`src/rtl/modmul_pkg.sv`:
```
// Shared helpers for the pseudo-Mersenne modular multiplier (P = 2^N - C).
// Parameter-dependent constants are derived through these functions by each instance.
package modmul_pkg;

  // Modulus value for a given N/C pair.
  function automatic int calc_p(input int n, input int c);
    return (1 << n) - c;
  endfunction

  // First fold needs room for lo + C*hi with one guard bit.
  function automatic int calc_f1_w(input int n, input int c);
    return n + $clog2(c + 1) + 1;
  endfunction

  // Second fold is bounded below 2P, so one extra bit suffices.
  function automatic int calc_f2_w(input int n);
    return n + 1;
  endfunction

  // Legal pairs guarantee f2 < 2P, so a single conditional subtract finishes the reduction.
  function automatic bit c_ok(input int n, input int c);
    return (n >= 3) && (n <= 31) && (c >= 1) && ((c * (c + 2)) < (1 << n));
  endfunction

  // One pseudo-Mersenne fold: low N bits plus C times everything above.
  function automatic logic [63:0] pm_fold(input logic [63:0] x, input int n, input int c);
    logic [63:0] mask;
    mask = (64'd1 << n) - 64'd1;
    return (x & mask) + (64'(c) * (x >> n));
  endfunction

endpackage

```
`src/rtl/modmul_pipe_stage.sv`:
```
// One {valid, data} pipeline register with elastic ready/hold behaviour.
// A stage accepts new content whenever it is empty or its downstream is draining it.
module modmul_pipe_stage #(
  parameter int W = 8
) (
  input  logic         clk,
  input  logic         reset,
  input  logic         up_valid,
  input  logic [W-1:0] up_data,
  input  logic         down_ready,
  output logic         ready,
  output logic         valid,
  output logic [W-1:0] data
);

  logic         valid_r;
  logic [W-1:0] data_r;

  assign ready = ~valid_r | down_ready;
  assign valid = valid_r;
  assign data  = data_r;

  // Load from upstream when ready (bubbles included), otherwise hold.
  always_ff @(posedge clk or negedge reset) begin
    if (!reset) begin
      valid_r <= 1'b0;
      data_r  <= {W{1'b0}};
    end else if (ready) begin
      valid_r <= up_valid;
      data_r  <= up_data;
    end else begin
      valid_r <= valid_r;
      data_r  <= data_r;
    end
  end

endmodule

```
`src/rtl/modmul_pm_pipe.sv`:
```
// Three-stage pipelined m = (a*b) mod (2^N - C) with valid/ready backpressure.
// Optional sideband tag travelling with each operand pair: define MODMUL_TAG_EN.
import modmul_pkg::*;

module modmul_pm_pipe #(
  parameter int N = 5,
  parameter int C = 3
`ifdef MODMUL_TAG_EN
  ,
  parameter int TAG_W = 4
`endif
) (
  input  logic             clk,
  input  logic             reset,
  input  logic             in_valid,
  output logic             in_ready,
  input  logic [N-1:0]     a,
  input  logic [N-1:0]     b,
`ifdef MODMUL_TAG_EN
  input  logic [TAG_W-1:0] in_tag,
  output logic [TAG_W-1:0] out_tag,
`endif
  output logic             out_valid,
  input  logic             out_ready,
  output logic [N-1:0]     m
);

  localparam int P    = calc_p(N, C);
  localparam int F1_W = calc_f1_w(N, C);
  localparam int F2_W = calc_f2_w(N);
`ifdef MODMUL_TAG_EN
  localparam int TW = TAG_W;
`else
  localparam int TW = 0;
`endif
  localparam int S1_W = TW + 2 * N;
  localparam int S2_W = TW + F1_W;
  localparam int S3_W = TW + N;
  localparam logic [F2_W-1:0] P_W = F2_W'(P);

  if (!c_ok(N, C)) begin : g_param_check
    $fatal(1, "modmul_pm_pipe: N/C pair violates C*(C+2) < 2^N");
  end

  logic [2*N-1:0]  prod_s;
  logic [F1_W-1:0] f1_s;
  logic [F2_W-1:0] f2_s;
  logic [N-1:0]    m_next_s;
  logic [S1_W-1:0] s1_in_s, s1_data_s;
  logic [S2_W-1:0] s2_in_s, s2_data_s;
  logic [S3_W-1:0] s3_in_s, s3_data_s;
  logic            s1_valid_s, s2_valid_s;
  logic            rdy2_s, rdy3_s;

  // Stage-1 input: full-width product of the raw operands.
  always_comb begin
    prod_s = {{N{1'b0}}, a} * {{N{1'b0}}, b};
`ifdef MODMUL_TAG_EN
    s1_in_s = {in_tag, prod_s};
`else
    s1_in_s = prod_s;
`endif
  end

  // Stage-2 input: first fold of the registered product.
  always_comb begin
    f1_s = F1_W'(pm_fold(64'(s1_data_s[2*N-1:0]), N, C));
`ifdef MODMUL_TAG_EN
    s2_in_s = {s1_data_s[S1_W-1 -: TW], f1_s};
`else
    s2_in_s = f1_s;
`endif
  end

  // Stage-3 input: second fold, then one conditional subtract to reach [0, P).
  always_comb begin
    f2_s = F2_W'(pm_fold(64'(s2_data_s[F1_W-1:0]), N, C));
    if (f2_s >= P_W) begin
      m_next_s = N'(f2_s - P_W);
    end else begin
      m_next_s = N'(f2_s);
    end
`ifdef MODMUL_TAG_EN
    s3_in_s = {s2_data_s[S2_W-1 -: TW], m_next_s};
`else
    s3_in_s = m_next_s;
`endif
  end

  modmul_pipe_stage #(.W(S1_W)) u_s1 (
    .clk(clk), .reset(reset),
    .up_valid(in_valid), .up_data(s1_in_s), .down_ready(rdy2_s),
    .ready(in_ready), .valid(s1_valid_s), .data(s1_data_s)
  );

  modmul_pipe_stage #(.W(S2_W)) u_s2 (
    .clk(clk), .reset(reset),
    .up_valid(s1_valid_s), .up_data(s2_in_s), .down_ready(rdy3_s),
    .ready(rdy2_s), .valid(s2_valid_s), .data(s2_data_s)
  );

  modmul_pipe_stage #(.W(S3_W)) u_s3 (
    .clk(clk), .reset(reset),
    .up_valid(s2_valid_s), .up_data(s3_in_s), .down_ready(out_ready),
    .ready(rdy3_s), .valid(out_valid), .data(s3_data_s)
  );

  assign m = s3_data_s[N-1:0];
`ifdef MODMUL_TAG_EN
  assign out_tag = s3_data_s[S3_W-1 -: TW];
`endif

endmodule

```
`config.mk`:
```
export PLATFORM = sky130hd
export DESIGN_NAME = modmul_pm_pipe
export DESIGN_NICKNAME = d
export VERILOG_FILES = /design/src/rtl/modmul_pkg.sv /design/src/rtl/modmul_pipe_stage.sv /design/src/rtl/modmul_pm_pipe.sv
export SDC_FILE = /design/constraint.sdc
export NUM_CORES = 1
export LEC_CHECK = 0
export BUFFER_PORTS_ARGS = -buffer_cell sky130_fd_sc_hd__buf_2
export CORE_MARGIN = 1
export CORE_UTILIZATION = 28
export DETAILED_ROUTE_END_ITERATION = 8
export GPL_TIMING_DRIVEN = 0
export PLACE_DENSITY_LB_ADDON = 0.25
export SYNTH_ARGS = -nofsm -noshare
export SYNTH_HDL_FRONTEND = slang
export SYNTH_SLANG_ARGS = --single-unit
```
`constraint.sdc`:
```
create_clock -name clk -period 3.41 [get_ports clk]
set_input_delay 0.341 -clock clk [delete_from_list [all_inputs] [get_ports clk]]
set_output_delay 0.341 -clock clk [all_outputs]
set_load 0.01 [all_outputs]
```
---- Word-level counts from Yosys, hierarchy flattened ----
Index checks and enable logic that the tools add are counted.
storage, ports and cells
  word-level logic and storage cells ...... 20
  output and inout bits ................... 7
  register bits after elaboration ......... 26
operators by class
  bitwise operators ....................... 6
  $lt $le $gt $ge ......................... 1
  add/subtract/negate cells ............... 3
  mux-type cells .......................... 1
  multiply operators ...................... 3
operators by type and width
  kind                 count
  $mul 5x5->10         1
  $add 5x7->8          1
  $mul 2x5->7 const A  1
  $add 5x5->6          1
  $ge 6x5->1 const B   1
  $mul 2x3->5 const A  1
  $mux 5               1
  $sub 5x5->5 const B  1
  $not 1->1            3
  $or 1x1->1           3

---- Depth between registers and ports, before layout ----
Gate-level depths: netlist (run 1).
  depth in word-level cells ............... 4
  depth in mapped cells ................... 12

---- Hierarchy ----
Synthesis (run 1) repeated with hierarchy kept, for this count alone.
unflattened totals
  cell total of the unflattened synthesis .. 220
  area, all modules ....................... 2466.1 µm²
by module, submodules not included
  module                     instances  cells an instance  area an instance (µm²)
  modmul_pm_pipe             1          162                1382.6
  modmul_pipe_stage at u_s1  1          24                 449.2
  modmul_pipe_stage at u_s2  1          20                 376.6
  modmul_pipe_stage at u_s3  1          14                 257.7

---- Least setup slack after synthesis (run 1) ----
OpenSTA, ideal clock, no wires.
  path kind ............................... input-to-reg
  from .................................... input b[4]
  to ...................................... register u_s1.data_r[8], in the netlist u_s1.data[8]
  stages on the path ...................... 11
  path buffers ............................ 0
  slack ................................... 0.098 ns
  arrival time ............................ 3.217 ns
  library setup time ...................... 0.095 ns
  cells stage by stage .................... nand2_1 -> fa_1 -> fa_1 -> fa_1 -> inv_1 -> ha_1 -> nor2b_1 -> o31a_1 -> o21a_1 -> o21a_1 -> o31ai_1
between the ends
  word-level cells in the longest chain between the ends .. 1
RTL lines
  item                    RTL line                 text
  start: declaration      modmul_pm_pipe.sv:18     input logic [N-1:0] b,
  $mul 5x5->10            modmul_pm_pipe.sv:57     prod_s = {{N{1'b0}}, a} * {{N{1'b0}}, b};
  end signal: assignment  modmul_pipe_stage.sv:27  data_r <= {W{1'b0}};
  end signal: assignment  modmul_pipe_stage.sv:30  data_r <= up_data;
  end signal: assignment  modmul_pipe_stage.sv:33  data_r <= data_r;
  end: declaration        modmul_pipe_stage.sv:17  logic [W-1:0] data_r;
No other way between the ends.
A chain may end at the register's enable or synchronous reset.

---- Worst setup path after layout (run 1) ----
Same ends and word-level chain as after synthesis.

==> results of run 1 <==
-- power breakdown --
part	total, W	switching (W)	internal, W	leakage [nW]
logic	0.00145	0.000783	0.000668	0.940
clock network	0.000178	0.0000955	0.0000827	0.0217
registers	0.000500	0.0000815	0.000419	0.294
-- final timing paths --
path	startpoint	to	cells past startpoint
worst min register to register	u_s1.valid$_DFFE_PN0P_	u_s2.valid$_DFFE_PN0P_	1
min in group clk	in_valid	u_s1.valid$_DFFE_PN0P_	2
worst min-delay path	reset	u_s3.data[3]$_DFFE_PN0P_	1
max in group asynchronous	reset	u_s1.data[9]$_DFFE_PN0P_	1
worst max register to register	u_s2.data[5]$_DFFE_PN0P_	u_s3.data[1]$_DFFE_PN0P_	9
worst max-delay path	b[4]	u_s1.data[8]$_DFFE_PN0P_	12
-- logic make-up (layout without fill, tap and decap cells) --
kind of cell / after synthesis / in the layout / synth area share
adder cells (fa/ha/maj): 47 / 47 / 0.318
flip-flops: 25 / 25 / 0.281
AND/OR/NAND/NOR: 67 / 67 / 0.147
AO/OA/AOI/OAI: 51 / 51 / 0.152
XOR/XNOR: 9 / 9 / 0.0354
multiplexers: 3 / 3 / 0.0140
buffers and inverters: 32 / 56 / 0.0539
-- final cells by class --
class / instances / area [µm²] / share of cell area
buffer: 3 / 11.3 / 0.00448
clock buffer: 3 / 41.3 / 0.0164
clock inverter: 1 / 7.51 / 0.00299
inverter: 29 / 109 / 0.0433
multi-input combinational: 177 / 1490 / 0.593
sequential: 25 / 626 / 0.249
tap: 102 / 128 / 0.0508
timing repair buffer: 20 / 100 / 0.0399
-- state kept, by name, indices dropped and copies added, names as in the netlist --
signal      cells
u_s1.data      10
u_s2.data       7
u_s3.data       5
u_s1.valid      1
u_s2.valid      1
u_s3.valid      1
-- cell usage after synthesis (2+ instances only) --
library cell / instances
nor2_1: 10
mux2i_1: 2
a31oi_1: 2
and3_1: 3
o21a_1: 3
o21ai_0: 6
clkbuf_1: 2
nand2_1: 26
fa_1: 16
o21ai_1: 5
a211oi_1: 3
nand2b_1: 4
dfrtp_1: 25
a21o_1: 5
xor2_1: 5
xnor2_1: 4
nor3_1: 3
nor2b_1: 2
a21oi_1: 17
nand3_1: 2
ha_1: 31
and2_1: 15
o21bai_1: 2
inv_1: 28
-- what timing repair did --
item | in CTS | in global routing
buffers inserted | 0 | 0
setup endpoints to repair | 0 | 1
gates resized for setup | 0 | 1
-- layer usage --
metal,track usage,vias to the layer above,share of wire
li1,-,835,-
met1,0.135,746,0.47
met2,0.183,19,0.49
met3,0.0151,6,0.023
met4,0.0384,0,0.016
met5,0,-,0
-- metrics by stage --
step,instance area [µm²],instances,TNS (ps)
2_1_floorplan,2230,234,0
3_3_place_gp,2460,356,-165
3_5_place_dp,2460,356,-183
4_1_cts,2510,360,0
6_report,2510,360,0
5_1_grt,2510,360,0
==> out/metrics.yaml, run 1 <==
outcome:
  status: "complete, no violations"
global_route:
  grt_pass1_wl_um: 7220
  grt_pass1_vias: 1618
  antenna_found_initial: 0
  grt_usage: 0.106
  grt_start_max_net_pins: 26
  grt-ovfl-total: 0
routing:
  totalWireLength_um: 3840
  num_vias: 1606
  postRouteAntennaNets: 0
  routedWlPerCell_um: 10.7
  drcViolationCount: 0
  vias_per_cell: 4.46
  drt_iter0_drc: 29
  dr.pass1.iters: 3
critical_path:
  end_kind: "register"
  critPathRequiredTime_ps: 3590
  cp_data_arrival_time_ps: 3450
  regToRegSetupSlack_ps: 730
  crit_buf_inv: 2
  cp-start-kind: "input port"
  critPathKind: "in -> reg"
  crit_path_max_incr_delay_ps: 560
  cp_top_family: "adder cells"
  crit_path_cell_trace: "buf_2, nand2_1, fa_1, fa_1, fa_1, inv_1, ha_1, nor2b_1, o31a_1, o21a_1, o21a_1, o31ai_2"
  crit_fanout: 5
  crit_path_top_delay_cell: "fa_1"
  crit_top_cell: "fa_1"
cts:
  cts_tree: "done"
  cts-root-buf: "clkbuf_8"
  clk-insertion-delay-late_ps: 270
  hold_buffers: 0
  cts.sinks: 25
  cts-htree-levels: 1
  cts_made_buffers: 3
  path_clk_slew_ps: 90
  cts.path.max_buffers: 2
power_and_ir_drop:
  p_leak_nw: 1.26
  finalPower_w: 0.00213
  ir_drop_mv: 0.273
  power_density_nw_per_um2: 848
synth:
  synthArstFlopShare: 1.00
  netlist_area_um2: 2230
  syn_inst: 234
  ys_seq_area_frac: 0.281
  synth_edf_count: 0
  synth_cell_types: 37
  synth_fp_nets: 295
  synth_area_leaders: "dfrtp_1 (28%), ha_1 (17%), fa_1 (14%)"
  ys_warn_count: 0
  yosysTopAreaCell: "dfrtp_1"
  ys_seq_elements: 25
  avgSynthCellArea_um2: 9.53
  synth_ff_type: "dfrtp_1"
  synth_top_area_share: 0.281
placed_design:
  pre_cts_slack_ps: -177
  portBuffers: 20
  finalWeightedCongestion: 0.687
  dp_hpwl_um: 3270
sta:
  setup_ws_ps: 140
  clock.fmax_mhz: 306
  slew_headroom: 0.621
  drv_slew: 0
  rsz0062_at_grt: "false"
  hold_viol_final: 0
  clock_skew_ps: 7.55
  setup_viol_count_final: 0
  worst_slew_pin_slew_ps: 568
  min_period_ps: 3270
  hold_ws_ps: 55.2
  period_share: 0.959
floorplanning:
  dieArea_um2: 8320
  num_rows: 32
  ios: 21
  core-area_um2: 7730
  start_util: 0.289
  die-height_um: 91.2
  die_w_um: 91.2
final_layout:
  final_common_cell: "ha_1"
  diodes: 0
  final_core_util: 0.325
  num-nets-final: 320
  mostFrequentLayoutCells: "ha_1 (31), inv_1 (28), nand2_1 (26)"
  drive_gt1_frac: 0.112
  syn2layout_area_growth_pct: 12.6
  nFillCells: 818
worst_hold_path:
  hp-class: "in -> async"
job:
  max-cap-violations: 0
No activity file was read; power rests on OpenSTA's default activity.
==> run 2, diff against run 1 <==
SKIP_CTS_REPAIR_TIMING = 1   (was default)
clock period = 3.6 ns   (was 3.41 ns; I/O delays follow)
==> run 2 against run 1 <==
  * Total power down 5.4%
  * Wire length shrank 0.10%
  * Sequential power is 5.2% lower
  * Largest power group unchanged
  * Highest routed layer unchanged
==> out/metrics.yaml, run 2 (synthesized netlist as in run 1, its figures left out) <==
outcome:
  status: "complete, no violations"
final_layout:
  diodes: 0  # unchanged
  syn2layout_area_growth_pct: 12.4
  final_common_cell: "ha_1"
  drive_gt1_frac: 0.109  # -0.00388
  num-nets-final: 320  # unchanged
  mostFrequentLayoutCells: "ha_1 (31), inv_1 (28), nand2_1 (26)"
  largest_reg_flops: 10  # unchanged
placed_design:
  dp_hpwl_um: 3270  # unchanged
  portBuffers: 20  # unchanged
  finalWeightedCongestion: 0.687  # unchanged
power_and_ir_drop:
  ir_drop_mv: 0.259  # -5.3%
  power_density_nw_per_um2: 804  # -5.2%
  p_leak_nw: 1.25  # -0.21%
  finalPower_w: 0.00202  # -5.4%
sta:
  slew_headroom: 0.621  # about the same
  period_share: 0.920
  min_period_ps: 3310
  rsz0062_at_grt: "false"
  drv_slew: 0  # unchanged
  worst_slew_pin_slew_ps: 568  # +0.0314 ps
  setup_viol_count_final: 0  # unchanged
  clock_skew_ps: 7.60  # +0.0492 ps
  tns_ps: 0  # unchanged
  clock.fmax_mhz: 302
  hold_viol_final: 0  # unchanged
critical_path:
  crit-reg2reg-launch: "u_s2.data[5]$_DFFE_PN0P_"
  critPathRequiredTime_ps: 3780  # +190 ps
  r2r_end: "u_s3.data[1]$_DFFE_PN0P_"
  critPathKind: "in -> reg"
  crit_path_top_delay_cell: "fa_1"
  regToRegSetupSlack_ps: 920  # +190 ps
  crit_fanout: 5  # unchanged
  crit_path_cell_trace: "buf_2, nand2_1, fa_1, fa_1, fa_1, inv_1, ha_1, nor2b_1, o31a_1, o21a_1, o21a_1, o31ai_1"
  crit_top_cell: "fa_1"
  crit_path_max_incr_delay_ps: 540  # -20 ps
  cp_data_arrival_time_ps: 3490  # +40 ps
  end_kind: "register"
  rr_worst_depth: 9  # unchanged
  cp-start-kind: "input port"
routing:
  postRouteAntennaNets: 0  # unchanged
  totalWireLength_um: 3840  # -0.10%
  dr.pass1.iters: 3  # unchanged
  num_vias: 1605  # -0.062%
  vias_per_cell: 4.46  # about the same
  drcViolationCount: 0  # unchanged
  routedWlPerCell_um: 10.7  # -0.10%
  drt_iter0_drc: 28  # -3.4%
global_route:
  grt_usage: 0.106  # unchanged
  grt_pass1_wl_um: 7220  # unchanged
  grt-ovfl-total: 0  # unchanged
  antenna_found_initial: 0  # unchanged
  grt_pass1_vias: 1618  # unchanged
  grt_start_max_net_pins: 26  # unchanged
cts:
  cts_tree: "done"
  cts.path.max_buffers: 2  # unchanged
  cts-root-buf: "clkbuf_8"
  cts_made_buffers: 3  # unchanged
  cts-htree-levels: 1  # unchanged
  cts.sinks: 25  # unchanged
  clk-insertion-delay-late_ps: 270  # about the same
  path_clk_slew_ps: 90  # about the same
floorplanning:
  dieArea_um2: 8320  # unchanged
  num_rows: 32  # unchanged
  die-height_um: 91.2  # unchanged
  ios: 21  # unchanged
  start_util: 0.289  # unchanged
  core-area_um2: 7730  # unchanged
  die_w_um: 91.2  # unchanged
job:
  max-cap-violations: 0  # unchanged
worst_hold_path:
  hp-class: "in -> async"
## run 2: cell counts in the layout (fill, tap and decap cells not counted)
No cell type changed its count.
## run 2: area by class of cell
type / count / area, µm²
Clock buffer: 3 / 41.3
Inverter: 29 / 109
Buffer: 3 / 11.3
Tap cell: 102 / 128
Fill cell: 817 / 5220
Multi-Input combinational cell: 177 / 1480
Sequential cell: 25 / 626
Clock inverter: 1 / 7.51
Timing Repair Buffer: 20 / 100
## run 2: worst max-delay path, delay by kind of cell
kind / cells / cell delay [ps]
adders and majority gates: 4 / 1890
AOI/OAI and AO/OA: 4 / 830
and+or+nand+nor: 2 / 250
buffers and inverters: 2 / 160
## run 2: stage by stage
step                 util  cell area [µm²]  setup WS (ps)  hold WS [ps]  cells
floorplan               -             2230            269          64.4    234
CTS                 0.324             2510            279           102    360
global placement    0.318             2460           16.0           403    356
detailed placement  0.318             2460          -6.04           406    356
global route        0.324             2510            128           117    360
finish              0.324             2510            287          74.2    360
## run 2: worst max path at each step
stage / start / endpoint / slack (ps) / cells after the start
floorplan: b[4] / u_s1.data[8]$_DFFE_PN0P_ / 270 / 11
global placement: b[4] / u_s1.data[8]$_DFFE_PN0P_ / 20 / 12
detailed placement: b[4] / u_s1.data[8]$_DFFE_PN0P_ / -6 / 12
CTS: a[0] / u_s1.data[8]$_DFFE_PN0P_ / 280 / 12
global route: b[4] / u_s1.data[8]$_DFFE_PN0P_ / 130 / 12
finish: b[4] / u_s1.data[8]$_DFFE_PN0P_ / 290 / 12
## run 2: routing by layer
metal / routed length, µm / global-route usage / up-vias
met1: 1790 / 0.135 / 745
met5: 0 / 0 / -
met3: 89 / 0.0151 / 6
met2: 1890 / 0.183 / 19
li1: - / - / 835
met4: 63 / 0.0384 / 0
## run 2: power by group
part,switching [W],internal (W),total [W]
sequential,0.0000771,0.000397,0.000474
clock,0.0000905,0.0000784,0.000169
combinational,0.000741,0.000632,0.00137
